**src/rtl/fetch_unit.sv**
```systemverilog
`default_nettype none
// ============================================================================
// fetch_unit: single-outstanding instruction fetch with a prefetch buffer.
// Optional: FETCH_STATS_EN adds fetch_count.   Rev 1.0
// ============================================================================
module fetch_unit #(
  parameter logic [31:0] RESET_PC   = 32'h0000_0000,
  parameter int          FIFO_DEPTH = 2
) (
  input  logic        clk,
  input  logic        reset,
  output logic        imem_req,
  output logic [31:0] imem_addr,
  input  logic        imem_ack,
  input  logic [31:0] imem_rdata,
  input  logic        redirect,
  input  logic [31:0] redirect_pc,
  output logic        inst_valid,
  output logic [31:0] inst,
  output logic [31:0] inst_pc,
  input  logic        inst_ready,
`ifdef FETCH_STATS_EN
  output logic [31:0] fetch_count,
`endif
  output logic        fetch_fault
);

  localparam int              PW      = $clog2(FIFO_DEPTH);
  localparam int              CW      = PW + 1;
  localparam logic [CW-1:0]   DEPTH_C = CW'(FIFO_DEPTH);

  typedef enum logic [1:0] {
    ST_FETCH = 2'd0,
    ST_WAIT  = 2'd1,
    ST_FAULT = 2'd2
  } state_e;

  state_e        state_q;
  logic [31:0]   fetch_pc_q;
  logic [31:0]   addr_q;
  logic          req_q;
  logic          kill_q;
  logic          fault_q;

  logic [31:0]   word_mem_q [FIFO_DEPTH];
  logic [31:0]   pc_mem_q   [FIFO_DEPTH];
  logic [PW-1:0] rd_ptr_q;
  logic [PW-1:0] wr_ptr_q;
  logic [CW-1:0] count_q;
  logic [CW-1:0] count_d;

  logic          w_misalign;
  logic          w_flush;
  logic          w_push;
  logic          w_pop;
  logic [CW-1:0] w_count_after_pop;

  assign w_misalign        = |redirect_pc[1:0];
  assign w_flush           = redirect && (state_q != ST_FAULT);
  // A response is kept only if no kill is pending and no redirect lands on it.
  assign w_push            = (state_q == ST_WAIT) && imem_ack && !kill_q && !redirect;
  assign w_pop             = inst_valid && inst_ready && !w_flush;
  assign w_count_after_pop = count_q - CW'(w_pop);
  assign count_d           = count_q + CW'(w_push) - CW'(w_pop);

  assign imem_req    = req_q;
  assign imem_addr   = addr_q;
  assign inst_valid  = (count_q != '0);
  assign inst        = word_mem_q[rd_ptr_q];
  assign inst_pc     = pc_mem_q[rd_ptr_q];
  assign fetch_fault = fault_q;

  always_ff @(posedge clk) begin
    if (reset) begin
      state_q    <= ST_FETCH;
      fetch_pc_q <= RESET_PC;
      addr_q     <= RESET_PC;
      req_q      <= 1'b0;
      kill_q     <= 1'b0;
      fault_q    <= 1'b0;
    end else begin
      case (state_q)
        ST_FETCH: begin
          if (redirect && w_misalign) begin
            state_q <= ST_FAULT;
            fault_q <= 1'b1;
          end else if (redirect) begin
            fetch_pc_q <= redirect_pc;
          end else if (w_count_after_pop < DEPTH_C) begin
            // Occupancy cannot grow while waiting, so room now means room at ack.
            req_q   <= 1'b1;
            addr_q  <= fetch_pc_q;
            state_q <= ST_WAIT;
          end
        end
        ST_WAIT: begin
          if (imem_ack) begin
            req_q  <= 1'b0;
            kill_q <= 1'b0;
          end else if (redirect) begin
            kill_q <= 1'b1;
          end
          if (redirect && w_misalign) begin
            state_q <= ST_FAULT;
            fault_q <= 1'b1;
          end else begin
            if (redirect) begin
              fetch_pc_q <= redirect_pc;
            end else if (imem_ack && !kill_q) begin
              fetch_pc_q <= fetch_pc_q + 32'd4;
            end
            if (imem_ack) begin
              state_q <= ST_FETCH;
            end
          end
        end
        ST_FAULT: begin
          if (imem_ack) begin
            req_q  <= 1'b0;
            kill_q <= 1'b0;
          end
        end
        default: state_q <= ST_FETCH;
      endcase
    end
  end

  always_ff @(posedge clk) begin
    if (reset) begin
      rd_ptr_q <= '0;
      wr_ptr_q <= '0;
      count_q  <= '0;
      for (int i = 0; i < FIFO_DEPTH; i++) begin
        word_mem_q[i] <= '0;
        pc_mem_q[i]   <= '0;
      end
    end else if (w_flush) begin
      rd_ptr_q <= '0;
      wr_ptr_q <= '0;
      count_q  <= '0;
    end else begin
      if (w_push) begin
        word_mem_q[wr_ptr_q] <= imem_rdata;
        pc_mem_q[wr_ptr_q]   <= addr_q;
        wr_ptr_q             <= wr_ptr_q + PW'(1);
      end
      if (w_pop) begin
        rd_ptr_q <= rd_ptr_q + PW'(1);
      end
      count_q <= count_d;
    end
  end

`ifdef FETCH_STATS_EN
  logic [31:0] fetch_count_q;

  always_ff @(posedge clk) begin
    if (reset) begin
      fetch_count_q <= '0;
    end else if (inst_valid && inst_ready) begin
      fetch_count_q <= fetch_count_q + 32'd1;
    end
  end

  assign fetch_count = fetch_count_q;
`endif

endmodule
`default_nettype wire

```
**config.mk**
```make
export PLATFORM = sky130hd
export DESIGN_NAME = fetch_unit
export DESIGN_NICKNAME = d
export VERILOG_FILES = /design/src/rtl/fetch_unit.sv
export SDC_FILE = /design/constraint.sdc
export NUM_CORES = 1
export LEC_CHECK = 0
export BUFFER_PORTS_ARGS = -buffer_cell sky130_fd_sc_hd__buf_2
export CAP_MARGIN = 20
export CORE_MARGIN = 10
export CORE_UTILIZATION = 36
export DETAILED_ROUTE_END_ITERATION = 7
export HOLD_SLACK_MARGIN = 0.06
export PLACE_DENSITY = 0.57
export SYNTH_ARGS = -nofsm -noshare
export SYNTH_HDL_FRONTEND = slang
export SYNTH_SLANG_ARGS = --single-unit
```
**constraint.sdc**
```tcl
create_clock -name clk -period 8.9 [get_ports clk]
set_input_delay 2.225 -clock clk [delete_from_list [all_inputs] [get_ports clk]]
set_output_delay 2.225 -clock clk [all_outputs]
set_load 0.01 [all_outputs]
```
# After elaboration in Yosys (flattened, before gate mapping)

Memory sizes are Yosys's and may differ from the RTL's. A register that Yosys moved wholly into a read port is not among the register bits.
Index checks and enable logic that the tools add are counted.

Add/sub/neg operators: 6
Magnitude comparators: 1
Equal/unequal tests: 15
Multiplexer cells: 36
Bitwise gates (word level): 3
Reductions and logical operators: 28

Operators by type and width:

| cell                                          | count |
|---|---|
| 2-to-1 mux 32 bit                             | 7 |
| one-hot mux 32 bit (2 select lines)           | 1 |
| OR reduction 32 bit                           | 2 |
| adder 32 x 3 -> 32 bit, second input constant | 1 |
| 2-to-1 mux 1 bit                              | 20 |
| != test 2 bit, second input constant          | 7 |
| 2-to-1 mux 2 bit                              | 5 |
| AND reduction 5 bit                           | 2 |
| != test 3 bit, second input constant          | 3 |
| logical AND 1 bit                             | 8 |
| AND reduction 4 bit                           | 2 |
| nonzero test 2 bit                            | 4 |
| OR reduction 2 bit                            | 4 |
| != test 3 x 2 -> 1 bit, second input constant | 2 |
| one-hot mux 2 bit (3 select lines)            | 1 |
| one-hot mux 1 bit (2 select lines)            | 2 |
| subtractor 2 x 1 -> 2 bit                     | 2 |
| logical NOT 1 bit                             | 3 |
| NOT 1 bit                                     | 3 |
| AND reduction 3 bit                           | 1 |
| adder 1 bit, second input constant            | 2 |
| adder 2 x 1 -> 2 bit                          | 1 |
| == test 2 x 1 -> 1 bit, second input constant | 1 |
| == test 2 bit, second input constant          | 1 |
| 4 further kinds                               | 4 |

Register bits: 73
Memory bits (writable): 128
Input bits: 69
Output and inout bits: 99
Memories: 2

Memories:

| name       | depth | bits a word | read ports | clocked after Yosys merged registers in | wr ports | RTL line | RTL |
|---|---|---|---|---|---|---|---|
| pc_mem_q   | 2     | 32          | 1          | 1                                       | 2        | 46       | `logic [31:0] pc_mem_q [FIFO_DEPTH];` |
| word_mem_q | 2     | 32          | 1          | 1                                       | 2        | 45       | `logic [31:0] word_mem_q [FIFO_DEPTH];` |

# Logic depth before layout (Yosys ltp)

Depth after elaboration: 10
Mapped depth: 11

# Worst setup path after synthesis

OpenSTA, ideal clock, no wires.

Path kind: input -> register
From: input port redirect
To: memory pc_mem_q[0][0] (enable)
Library setup time: 0.499 ns
Arrival: 5.701 ns
Path slack: 2.699 ns
Cell stages on the path: 4
Cells stage by stage: nand2b_4 > nor3b_4 > inv_2 > o21bai_1

RTL lines:

| item            | RTL line | RTL |
|---|---|---|
| start, declared | 16       | `input logic redirect,` |
| end, declared   | 46       |  |

==> metrics.cfg <==
[pwr]
netSwitchingPower_w=0.000559
switching_share_pct=24.3
p_clk_share_pct=43.1
p_per_area_nw_per_um2=208
p_comb_share_pct=9.7
peakVddDrop_mv=0.118
p_leak_nw=4.34
p_int_w=0.00174
pwr-share-seq_pct=47.2

[worst_setup_path]
cp.required_ps=6680
startpoint_type=register
crit_type=reg -> out
ff2ff_path_depth=7
end_kind=primary output
crit_arrival_ps=2120
cp_max_fo=64

[place]
placedCellCount=1273
dpl-instance-area_um2=10200
gp_congestion=0.798
detailed_place_hpwl_um=15200
io_buffers=167

[cells_and_area]
final_util_pct=44.2
final_cell_mix=buf_2, and2_1, edfxtp_1
fin_cells=1318
area_growth_syn_to_layout_pct=21.6
final_area_um2=11100
drive_gt1_share_pct=30.0
insertedDiodeCount=0
nets=1045
layout_commonest_cell=buf_2

[sta]
setup_viol=0
layout_worst_path_cycle_share_pct=48.8
worst_pin_slew_ps=976
slew_headroom_pct=34.9
fin_crit_ps=4340
fin_tns_setup_ps=0
fmax_mhz=230
report.final.slew_viol_count=0
rsz0062_at_grt=false
hold_viol_final=0
finalHoldWorstSlack_ps=454
finalClockSkew_ps=17.1

[logic_synthesis]
synth_cells=823
avgSynthCellArea_um2=11.1
yosysWarnings=0
synth.top_cell.area_share_pct=42.2
syn_area_um2=9100
ys.flop_type=edfxtp_1
synth.distinct_cells=65
seq_area_frac_synth_pct=58.5
synth.largest_area_cell=edfxtp_1
ys_ff_latch=202
synth.net_count=898
synth_area_leaders=edfxtp_1, dfxtp_1, and2_1
synth-async-reset-ratio_pct=0
synth-edff-count=128

[clocking]
clk_latency_ps=510
cts-resized-gates=0
cts_inserted_buffers=24
cts_hold_repair.buffers=0
root_buffer=clkbuf_16
clk_pin_slew_ps=60
htreeDepth=1
cts.sinks=202
clock_path_buffers=3
cts_setup_buffers=0
cts_tree=yes

[global_route]
grt_overflow=0
grtUsageTotal_pct=14.0
grt_pass1_wl_um=35800
grt_pass1_vias=6317
antenna_found_initial=0
grt_max_degree=65

[floorplanning]
initial_core_util_pct=36.3
die_h_um=179
die_x_um=179
core_um2=25000
io_pins=168
dieArea_um2=32000
rows=58

[drt]
vias_per_cell=4.95
routed_wirelength_um=23300
first_iter_violations=378
detail-route-antenna-nets=0
route.detailed.drc=0
first_pass_iters=5
vias=6528
wire_per_inst_um=17.7

[min_path]
min_path_type=reg -> reg
worstHoldPathCells=2

[status]
status=finished clean

[job]
max_cap_violations=0

==> Yosys cell counts, types with 2 or more instances <==
library cell / number
and4_1: 2
edfxtp_1: 128
nor2_1: 38
nor3_1: 17
nor4_1: 3
nand3_1: 18
a21oi_1: 62
clkbuf_1: 46
or2_2: 3
o311ai_0: 2
or4_1: 2
or3_1: 4
dfxtp_1: 74
a211oi_1: 6
a2111oi_0: 2
o31ai_1: 2
o41ai_1: 3
nand4_1: 9
mux2_2: 64
buf_1: 4
a31o_2: 2
nor4_2: 2
ha_1: 6
a22oi_1: 2
inv_1: 7
a31oi_1: 2
nand2b_1: 4
nand2_1: 103
o211ai_1: 3
buf_2: 3
o22ai_1: 4
and2_1: 133
a21o_1: 6
and3_1: 6
xnor2_1: 3
o21ai_0: 16
a311oi_1: 4
==> worst paths after layout <==
kind | from | end | slack (ps)
max | register | inst[10] | 4560
min | fetch_pc_q[0] | imem_addr[0] | 450
max reg2reg | state_q[1] | pc_mem_q[0][5] | 5720
min reg2reg | fetch_pc_q[0] | imem_addr[0] | 450
==> per-layer routing <==
| metal | wire [um] | global-route usage [%] |
|---|---|---|
| met5 | 0 | 0 |
| met4 | 243 | 2.79 |
| met3 | 1710 | 3.33 |
| met2 | 10800 | 22.5 |
| met1 | 10600 | 18.9 |
==> power by group through the flow <==
stage               registers [W]  logic (W)  clock network, W
finish                    0.00109   0.000223          0.000992
detailed placement        0.00111   0.000223                 0
global placement          0.00110   0.000221                 0
floorplan                 0.00110   0.000142                 0
global route              0.00109   0.000249           0.00106
CTS                       0.00109   0.000224           0.00102
==> area by class of cell <==
type	count	area, um2
Clock inverter	12	139
Tap cell	330	413
Timing Repair Buffer	175	916
Inverter	8	30.0
Sequential cell	202	5330
Clock buffer	32	662
Fill cell	2439	14000
Multi-Input combinational cell	559	3570
==> worst max-delay path, stage by stage, from the launching register on <==
cell	delay [ps]
dfxtp_4	960
mux2_2	430
buf_2	140
==> cells by family (layout without fill, tap and decap cells) <==
family	Yosys count	in the layout	synth area share (%)
AND/OR/NAND/NOR	355	355	20.8
buffers and inverters	62	227	2.64
adder cells (fa/ha/maj)	6	6	0.825
AO/OA/AOI/OAI	129	129	8.80
XOR/XNOR	4	4	0.385
flip-flops	202	202	58.5
multiplexers	65	65	8.03
==> registers in the layout, summed over array words and instances (netlist names), named ones only <==
signal,count
imem_addr,32
state_q,2
count_q,2
kill_q,1
word_mem_q,64
imem_req,1
fetch_pc_q,32
pc_mem_q,64
rd_ptr_q,1
fetch_fault,1
wr_ptr_q,1
==> through the flow <==
| step | total power, W | worst slack [ps] |
|---|---|---|
| floorplan | 0.00124 | 2700 |
| global placement | 0.00133 | 4060 |
| detailed placement | 0.00133 | 4000 |
| CTS | 0.00233 | 4510 |
| global route | 0.00240 | 4370 |
| finish | 0.00230 | 4560 |
Power figures use the tool's default switching activity.
